--- src/rtl/id_stage_if.sv ---
// IF/ID -> ID/EX bundle interface for the dual-slot VLIW decode stage.
// master drives the fetched bundle and flush inputs; slave (id_stage) drives control and ID/EX.
interface id_stage_if;
  logic [15:0] p1_aluInstr;
  logic [15:0] p1_memInstr;
  logic [31:0] if_pc;
  logic        ex_branchTaken;
  logic        isException;

  logic        pcWrite;
  logic        p1_pipeline_regWrite;
  logic        isJump;
  logic [31:0] pc_jumpTarget;
  logic [31:0] pc_branchTarget;
  logic        p2_isBranch;
  logic        p2_valid;
  logic [3:0]  p2_aluOp;
  logic [3:0]  p2_aluRd;
  logic [3:0]  p2_aluRs;
  logic [3:0]  p2_aluRt;
  logic [1:0]  p2_memOp;
  logic [3:0]  p2_memRd;
  logic [3:0]  p2_memRs;
  logic [3:0]  p2_memImm;
  logic [15:0] stall_count;

  modport master (
    output p1_aluInstr, p1_memInstr, if_pc, ex_branchTaken, isException,
    input  pcWrite, p1_pipeline_regWrite, isJump, pc_jumpTarget, pc_branchTarget,
           p2_isBranch, p2_valid, p2_aluOp, p2_aluRd, p2_aluRs, p2_aluRt,
           p2_memOp, p2_memRd, p2_memRs, p2_memImm, stall_count
  );

  modport slave (
    input  p1_aluInstr, p1_memInstr, if_pc, ex_branchTaken, isException,
    output pcWrite, p1_pipeline_regWrite, isJump, pc_jumpTarget, pc_branchTarget,
           p2_isBranch, p2_valid, p2_aluOp, p2_aluRd, p2_aluRs, p2_aluRt,
           p2_memOp, p2_memRd, p2_memRs, p2_memImm, stall_count
  );
endinterface

--- src/rtl/id_stage.sv ---
// Decode stage: splits the ALU/MEM bundle into ID/EX fields, handles load-use stalls,
// jumps, taken-branch and exception squashes. Flush priority: exception > branch > hazard > jump.
module id_stage (
  input  logic       clk,
  input  logic       reset,
  id_stage_if.slave  bus
);
  typedef enum logic [1:0] {RUN = 2'd0, LU_STALL = 2'd1, SQUASH = 2'd2} state_e;
  state_e state_q, state_d;

  logic [3:0] alu_op, alu_rd, alu_rs, alu_rt;
  logic [3:0] mem_op, mem_rd, mem_rs, mem_imm;
  assign {alu_op, alu_rd, alu_rs, alu_rt} = bus.p1_aluInstr;
  assign {mem_op, mem_rd, mem_rs, mem_imm} = bus.p1_memInstr;

  logic alu_is_op, alu_is_brn, alu_is_jmp, mem_is_lw, mem_is_sw, mem_is_op;
  assign alu_is_op  = (alu_op != 4'd0) && (alu_op <= 4'd11);
  assign alu_is_brn = (alu_op == 4'd12);
  assign alu_is_jmp = (alu_op == 4'd13);
  assign mem_is_lw  = (mem_op == 4'd1);
  assign mem_is_sw  = (mem_op == 4'd2);
  assign mem_is_op  = mem_is_lw || mem_is_sw;

  logic [31:0] branch_target;
  assign branch_target = bus.if_pc + 32'd4 + {{22{bus.p1_aluInstr[7]}}, bus.p1_aluInstr[7:0], 2'b00};
  assign bus.pc_jumpTarget = {bus.if_pc[31:14], bus.p1_aluInstr[11:0], 2'b00};

  // Only a LW sitting in ID/EX can hazard; after a stall or squash ID/EX holds a bubble.
  logic load_use, flush;
  assign load_use = (state_q == RUN) && bus.p2_valid && (bus.p2_memOp == 2'b01) &&
                    (bus.p2_memRd != 4'd0) &&
                    ((alu_is_op && ((bus.p2_memRd == alu_rs) || (bus.p2_memRd == alu_rt))) ||
                     (mem_is_op && (bus.p2_memRd == mem_rs)) ||
                     (mem_is_sw && (bus.p2_memRd == mem_rd)));
  assign flush = bus.isException || bus.ex_branchTaken;

  always_ff @(posedge clk or posedge reset) begin
    if (reset) state_q <= RUN;
    else       state_q <= state_d;
  end

  always_comb begin
    state_d = RUN;
    if (flush)                    state_d = SQUASH;
    else if (state_q == SQUASH)   state_d = RUN;
    else if (load_use)            state_d = LU_STALL;
    else if (alu_is_jmp)          state_d = SQUASH;
  end

  logic stall, bubble, take_jump;
  always_comb begin
    stall     = 1'b0;
    bubble    = 1'b0;
    take_jump = 1'b0;
    if (reset || flush || (state_q == SQUASH)) begin
      bubble = 1'b1;
    end else if (load_use) begin
      stall  = 1'b1;
      bubble = 1'b1;
    end else begin
      take_jump = alu_is_jmp;
    end
  end

  assign bus.pcWrite              = !stall;
  assign bus.p1_pipeline_regWrite = !stall;
  assign bus.isJump               = take_jump;

  logic        valid_q, valid_d, isbr_q, isbr_d;
  logic [3:0]  aluop_q, aluop_d, alurd_q, alurd_d, alurs_q, alurs_d, alurt_q, alurt_d;
  logic [1:0]  memop_q, memop_d;
  logic [3:0]  memrd_q, memrd_d, memrs_q, memrs_d, memimm_q, memimm_d;
  logic [31:0] bt_q, bt_d;
  logic [15:0] sc_q, sc_d;

  // BRN/JMP/NOP in the ALU slot reach EX as an all-zero ALU NOP.
  always_comb begin
    valid_d  = !bubble;
    isbr_d   = 1'b0;
    aluop_d  = 4'd0;
    alurd_d  = 4'd0;
    alurs_d  = 4'd0;
    alurt_d  = 4'd0;
    memop_d  = 2'b00;
    memrd_d  = 4'd0;
    memrs_d  = 4'd0;
    memimm_d = 4'd0;
    bt_d     = bt_q;
    if (!bubble) begin
      if (alu_is_op) begin
        aluop_d = alu_op;
        alurd_d = alu_rd;
        alurs_d = alu_rs;
        alurt_d = alu_rt;
      end
      if (alu_is_brn) begin
        isbr_d = 1'b1;
        bt_d   = branch_target;
      end
      if (mem_is_op) begin
        memop_d  = mem_op[1:0];
        memrd_d  = mem_rd;
        memrs_d  = mem_rs;
        memimm_d = mem_imm;
      end
    end
    sc_d = (stall && (sc_q != 16'hFFFF)) ? sc_q + 16'd1 : sc_q;
  end

  always_ff @(posedge clk or posedge reset) begin
    if (reset) begin
      valid_q  <= 1'b0;
      isbr_q   <= 1'b0;
      aluop_q  <= 4'd0;
      alurd_q  <= 4'd0;
      alurs_q  <= 4'd0;
      alurt_q  <= 4'd0;
      memop_q  <= 2'b00;
      memrd_q  <= 4'd0;
      memrs_q  <= 4'd0;
      memimm_q <= 4'd0;
      bt_q     <= 32'd0;
      sc_q     <= 16'd0;
    end else begin
      valid_q  <= valid_d;
      isbr_q   <= isbr_d;
      aluop_q  <= aluop_d;
      alurd_q  <= alurd_d;
      alurs_q  <= alurs_d;
      alurt_q  <= alurt_d;
      memop_q  <= memop_d;
      memrd_q  <= memrd_d;
      memrs_q  <= memrs_d;
      memimm_q <= memimm_d;
      bt_q     <= bt_d;
      sc_q     <= sc_d;
    end
  end

  assign bus.p2_valid        = valid_q;
  assign bus.p2_isBranch     = isbr_q;
  assign bus.p2_aluOp        = aluop_q;
  assign bus.p2_aluRd        = alurd_q;
  assign bus.p2_aluRs        = alurs_q;
  assign bus.p2_aluRt        = alurt_q;
  assign bus.p2_memOp        = memop_q;
  assign bus.p2_memRd        = memrd_q;
  assign bus.p2_memRs        = memrs_q;
  assign bus.p2_memImm       = memimm_q;
  assign bus.pc_branchTarget = bt_q;
  assign bus.stall_count     = sc_q;
endmodule

--- src/flat_wrapper.sv ---
// flat-port wrapper written by rule: the top's interface ports become plain ports
module id_stage_flat 
  (clk, reset, bus_p1_aluInstr, bus_p1_memInstr, bus_if_pc, bus_ex_branchTaken, bus_isException, bus_pcWrite, bus_p1_pipeline_regWrite, bus_isJump, bus_pc_jumpTarget, bus_pc_branchTarget, bus_p2_isBranch, bus_p2_valid, bus_p2_aluOp, bus_p2_aluRd, bus_p2_aluRs, bus_p2_aluRt, bus_p2_memOp, bus_p2_memRd, bus_p2_memRs, bus_p2_memImm, bus_stall_count);
  id_stage_if bus_i ();
  input  logic clk;
  input  logic reset;
  input wire logic [$bits(bus_i.p1_aluInstr)-1:0] bus_p1_aluInstr;
  input wire logic [$bits(bus_i.p1_memInstr)-1:0] bus_p1_memInstr;
  input wire logic [$bits(bus_i.if_pc)-1:0] bus_if_pc;
  input wire logic [$bits(bus_i.ex_branchTaken)-1:0] bus_ex_branchTaken;
  input wire logic [$bits(bus_i.isException)-1:0] bus_isException;
  output wire logic [$bits(bus_i.pcWrite)-1:0] bus_pcWrite;
  output wire logic [$bits(bus_i.p1_pipeline_regWrite)-1:0] bus_p1_pipeline_regWrite;
  output wire logic [$bits(bus_i.isJump)-1:0] bus_isJump;
  output wire logic [$bits(bus_i.pc_jumpTarget)-1:0] bus_pc_jumpTarget;
  output wire logic [$bits(bus_i.pc_branchTarget)-1:0] bus_pc_branchTarget;
  output wire logic [$bits(bus_i.p2_isBranch)-1:0] bus_p2_isBranch;
  output wire logic [$bits(bus_i.p2_valid)-1:0] bus_p2_valid;
  output wire logic [$bits(bus_i.p2_aluOp)-1:0] bus_p2_aluOp;
  output wire logic [$bits(bus_i.p2_aluRd)-1:0] bus_p2_aluRd;
  output wire logic [$bits(bus_i.p2_aluRs)-1:0] bus_p2_aluRs;
  output wire logic [$bits(bus_i.p2_aluRt)-1:0] bus_p2_aluRt;
  output wire logic [$bits(bus_i.p2_memOp)-1:0] bus_p2_memOp;
  output wire logic [$bits(bus_i.p2_memRd)-1:0] bus_p2_memRd;
  output wire logic [$bits(bus_i.p2_memRs)-1:0] bus_p2_memRs;
  output wire logic [$bits(bus_i.p2_memImm)-1:0] bus_p2_memImm;
  output wire logic [$bits(bus_i.stall_count)-1:0] bus_stall_count;
  assign bus_i.p1_aluInstr = bus_p1_aluInstr;
  assign bus_i.p1_memInstr = bus_p1_memInstr;
  assign bus_i.if_pc = bus_if_pc;
  assign bus_i.ex_branchTaken = bus_ex_branchTaken;
  assign bus_i.isException = bus_isException;
  assign bus_pcWrite = bus_i.pcWrite;
  assign bus_p1_pipeline_regWrite = bus_i.p1_pipeline_regWrite;
  assign bus_isJump = bus_i.isJump;
  assign bus_pc_jumpTarget = bus_i.pc_jumpTarget;
  assign bus_pc_branchTarget = bus_i.pc_branchTarget;
  assign bus_p2_isBranch = bus_i.p2_isBranch;
  assign bus_p2_valid = bus_i.p2_valid;
  assign bus_p2_aluOp = bus_i.p2_aluOp;
  assign bus_p2_aluRd = bus_i.p2_aluRd;
  assign bus_p2_aluRs = bus_i.p2_aluRs;
  assign bus_p2_aluRt = bus_i.p2_aluRt;
  assign bus_p2_memOp = bus_i.p2_memOp;
  assign bus_p2_memRd = bus_i.p2_memRd;
  assign bus_p2_memRs = bus_i.p2_memRs;
  assign bus_p2_memImm = bus_i.p2_memImm;
  assign bus_stall_count = bus_i.stall_count;
  id_stage u_core (.clk(clk), .reset(reset), .bus(bus_i));
endmodule
--- config.mk ---
export PLATFORM = sky130hd
export DESIGN_NAME = id_stage_flat
export DESIGN_NICKNAME = d
export VERILOG_FILES = /design/src/rtl/id_stage_if.sv /design/src/rtl/id_stage.sv /design/src/flat_wrapper.sv
export SDC_FILE = /design/constraint.sdc
export NUM_CORES = 1
export LEC_CHECK = 0
export CORE_MARGIN = 3
export CORE_UTILIZATION = 48
export CTS_BUF_LIST = sky130_fd_sc_hd__clkbuf_4 sky130_fd_sc_hd__clkbuf_8
export DETAILED_ROUTE_END_ITERATION = 6
export HOLD_SLACK_MARGIN = 0.02
export PLACE_DENSITY = 0.83
export SYNTH_ARGS = -nofsm -noshare
export SYNTH_HDL_FRONTEND = slang
export SYNTH_SLANG_ARGS = --single-unit
--- constraint.sdc ---
create_clock -name clk -period 3.4 [get_ports clk]
set_clock_uncertainty 0.2 [all_clocks]
set_input_delay 0.34 -clock clk [delete_from_list [all_inputs] [get_ports clk]]
set_output_delay 0.34 -clock clk [all_outputs]
set_load 0.1 [all_outputs]
==> impl_metrics.json <==
{
  "maxSlewViolCount": 0,
  "num_vias": 4918,
  "endpoint_kind": "output port",
  "die_area_um2": 12900,
  "cp.required_ps": 2860,
  "routed_wl_um": 15600,
  "grt_pass1_wl_um": 25000,
  "drt_first_pass_iters": 4,
  "post-synth-top-count-cell": "dfrtp_1",
  "avgSynthCellArea_um2": 9.68,
  "grt_antenna_before_repair": 0,
  "setup_violations": 0,
  "ir_worst_vdd_mv": 0.336,
  "worst_pin_slew_ps": 1040,
  "synth_top_area_cell": "dfrtp_1",
  "clkPwrFrac": 0.256,
  "path_max_fanout": 4,
  "place_ws_ps": -383,
  "clock_path_buffers": 2,
  "synth-edff-count": 0,
  "die_w_um": 113,
  "die_h_um": 113,
  "cts_hold_buf": 0,
  "fin_ws_ps": 95.8,
  "drc": 0,
  "h-tree-depth": 3,
  "tritoncts": "done",
  "place_congestion": 0.919,
  "arrival_ps": 2760,
  "synth_flop_cell": "dfrtp_1",
  "finalNetCount": 890,
  "wire_per_inst_um": 17.2,
  "viasPerCell": 5.42,
  "rsz0062_at_grt": "false",
  "synth_cells": 573,
  "min_period_ps": 3300,
  "grt_use_total": 0.242,
  "power_density_nw_per_um2": 377,
  "place_hpwl_um": 12400,
  "clock_sinks": 82,
  "ys_warn_count": 0,
  "clk_latency_ps": 380,
  "rows": 38,
  "coreArea_um2": 11100,
  "swShare": 0.385,
  "ff2ff_setup_slack_ps": 470,
  "ys_types": 58,
  "root_buffer": "clkbuf_8",
  "internal_power_w": 0.00182,
  "place.port_buffers": 180,
  "drive_above_1_share": 0.180,
  "synth_common_cells": "dfrtp_1 (82), ha_1 (58), nand2_1 (58)",
  "relSlewSlack": 0.305,
  "min_period_over_period": 0.972,
  "cap_violations": 0,
  "synth_top_area_share": 0.370,
  "final_antenna_net_count": 0,
  "clk_pin_slew_ps": 80,
  "p_switching_w": 0.00114,
  "yosysSeqAreaShare": 0.370,
  "initial_core_util": 0.501,
  "hold_viol_final": 0,
  "grt_pass1_vias": 5013,
  "path_class": "in2out",
  "max_freq_ghz": 0.303,
  "async_reset_ff_frac": 1.00,
  "syn_to_final_growth_pct": 41.7,
  "drtIter0Drc": 271,
  "netlist_area_um2": 5550,
  "combPwrFrac": 0.401,
  "cp-start-kind": "input pin",
  "seq_power_share": 0.344,
  "status": "complete, no violations",
  "grt_max_degree": 62,
  "leakagePower_nw": 3.75,
  "grt_overflow": 0,
  "tns_ps": 0,
  "cts_buffers": 9,
  "n_antenna_cell": 0,
  "pin_count": 183,
  "ys_ff_latch": 82,
  "hold_class": "in2async",
  "synthTopCellsByArea": "dfrtp_1 (37%), ha_1 (13%), xnor2_1 (4.6%)"
}
-- final cells by class --
class / instances / area [um2]
inverter: 11 / 46.3
multi-input combinational: 425 / 3160
clock buffer: 12 / 159
timing repair buffer: 234 / 2210
tap: 140 / 175
sequential: 82 / 2060
fill: 843 / 3220
clock inverter: 4 / 50.0
-- metal layers --
metal | global-route usage | routed length [um] | vias to the layer above
li1 | - | - | 2385
met4 | 0.0833 | 439 | 0
met1 | 0.309 | 6570 | 2336
met5 | 0 | 0 | -
met2 | 0.402 | 7730 | 165
met3 | 0.0626 | 855 | 32
-- through the flow --
| stage | cells | instance area, um2 | power [W] | hold slack, ps | util |
|---|---|---|---|---|---|
| 4_1_cts | 907 | 7820 | 0.00297 | 241 | 0.706 |
| 2_1_floorplan | 574 | 5610 | 0.00183 | 210 | - |
| 3_3_place_gp | 890 | 7600 | 0.00219 | 261 | 0.686 |
| 5_1_grt | 908 | 7860 | 0.00311 | 298 | 0.710 |
| 6_report | 908 | 7860 | 0.00297 | 242 | 0.710 |
| 3_5_place_dp | 890 | 7600 | 0.00221 | 270 | 0.686 |
-- cell families (layout without fill, tap and decap cells) --
family,count (synthesis),count (layout),share of synthesized area
mux,6,6,0.0122
buf+inv,67,261,0.0727
flops,82,82,0.370
xor+xnor,58,58,0.0916
fa+ha+maj,59,59,0.134
simple gates,169,169,0.160
other cells,1,2,0.000676
compound gates,131,131,0.158
-- critical path, cell delays in order --
cell	delay [ps]
clkdlybuf4s50_1	460
or4b_1	610
nor4_2	210
a2bb2oi_2	170
a2111oi_4	470
clkinvlp_4	150
buf_4	180
buf_12	170
-- power by group through the flow --
| stage | Sequential [W] | Combinational (W) | Clock, W |
|---|---|---|---|
| global placement | 0.00104 | 0.00116 | 0 |
| global route | 0.00102 | 0.00127 | 0.000809 |
| floorplan | 0.00124 | 0.000591 | 0 |
| finish | 0.00102 | 0.00119 | 0.000758 |
| detailed placement | 0.00104 | 0.00117 | 0 |
| CTS | 0.00102 | 0.00118 | 0.000774 |
-- cell usage in the layout, fill, tap and decap left out, types with 3 or more instances in the layout --
cell type	netlist	final
nor2b_1	4	4
mux2_2	5	3
a21o_1	16	16
nor4_2	2	3
a21oi_1	27	27
nand3_1	13	13
xnor2_1	29	29
ha_1	58	58
buf_4	33	80
o211ai_1	5	5
nor2_1	22	20
buf_12	0	7
inv_1	11	9
a211oi_1	5	4
nor3b_1	4	4
clkbuf_8	0	11
dfrtp_1	82	78
o21ai_0	42	42
clkdlybuf4s50_1	0	147
nand4_1	5	5
and2_1	15	15
nand2_1	58	58
and4b_1	3	3
xor2_1	29	29
nor4_1	5	3
o21a_1	6	6
nor3_1	5	4
clkinvlp_4	0	3
and3_1	24	24
dfrtp_2	0	4
a31oi_1	7	7
-- flip-flops by register name (all words and copies together) (netlist names) --
signal,cells
u_core.bus.p2_aluOp,4
u_core.bus.p2_aluRd,4
u_core.bus.p2_aluRs,4
u_core.bus.p2_aluRt,4
u_core.bus.p2_isBranch,1
u_core.bus.p2_memImm,4
u_core.bus.p2_memOp,2
u_core.bus.p2_memRd,4
u_core.bus.p2_memRs,4
u_core.bus.p2_valid,1
u_core.bus.pc_branchTarget,32
u_core.bus.stall_count,16
u_core.state_q,2
-- worst paths after layout --
kind / to / cells past startpoint / from
setup / recovery: bus_pcWrite / 8 / bus_p1_memInstr[12]
min in group clk: u_core.bus.pc_branchTarget[26] / 2 / u_core.bus.pc_branchTarget[26]
hold reg to reg: u_core.bus.pc_branchTarget[26] / 2 / u_core.bus.pc_branchTarget[26]
setup reg to reg: u_core.bus.stall_count[11] / 8 / u_core.bus.p2_memRd[2]
max in group asynchronous: u_core.bus.pc_branchTarget[31] / 3 / reset
hold / removal: u_core.bus.p2_memOp[1] / 2 / reset
-- timing repair --
item,CTS,global route
gates cloned,0,0
setup endpoints to repair,2,10
pin swaps,0,2
gates resized for setup,0,6
buffers inserted,1,1
Note: power is estimated with default switching activity, not from simulation.
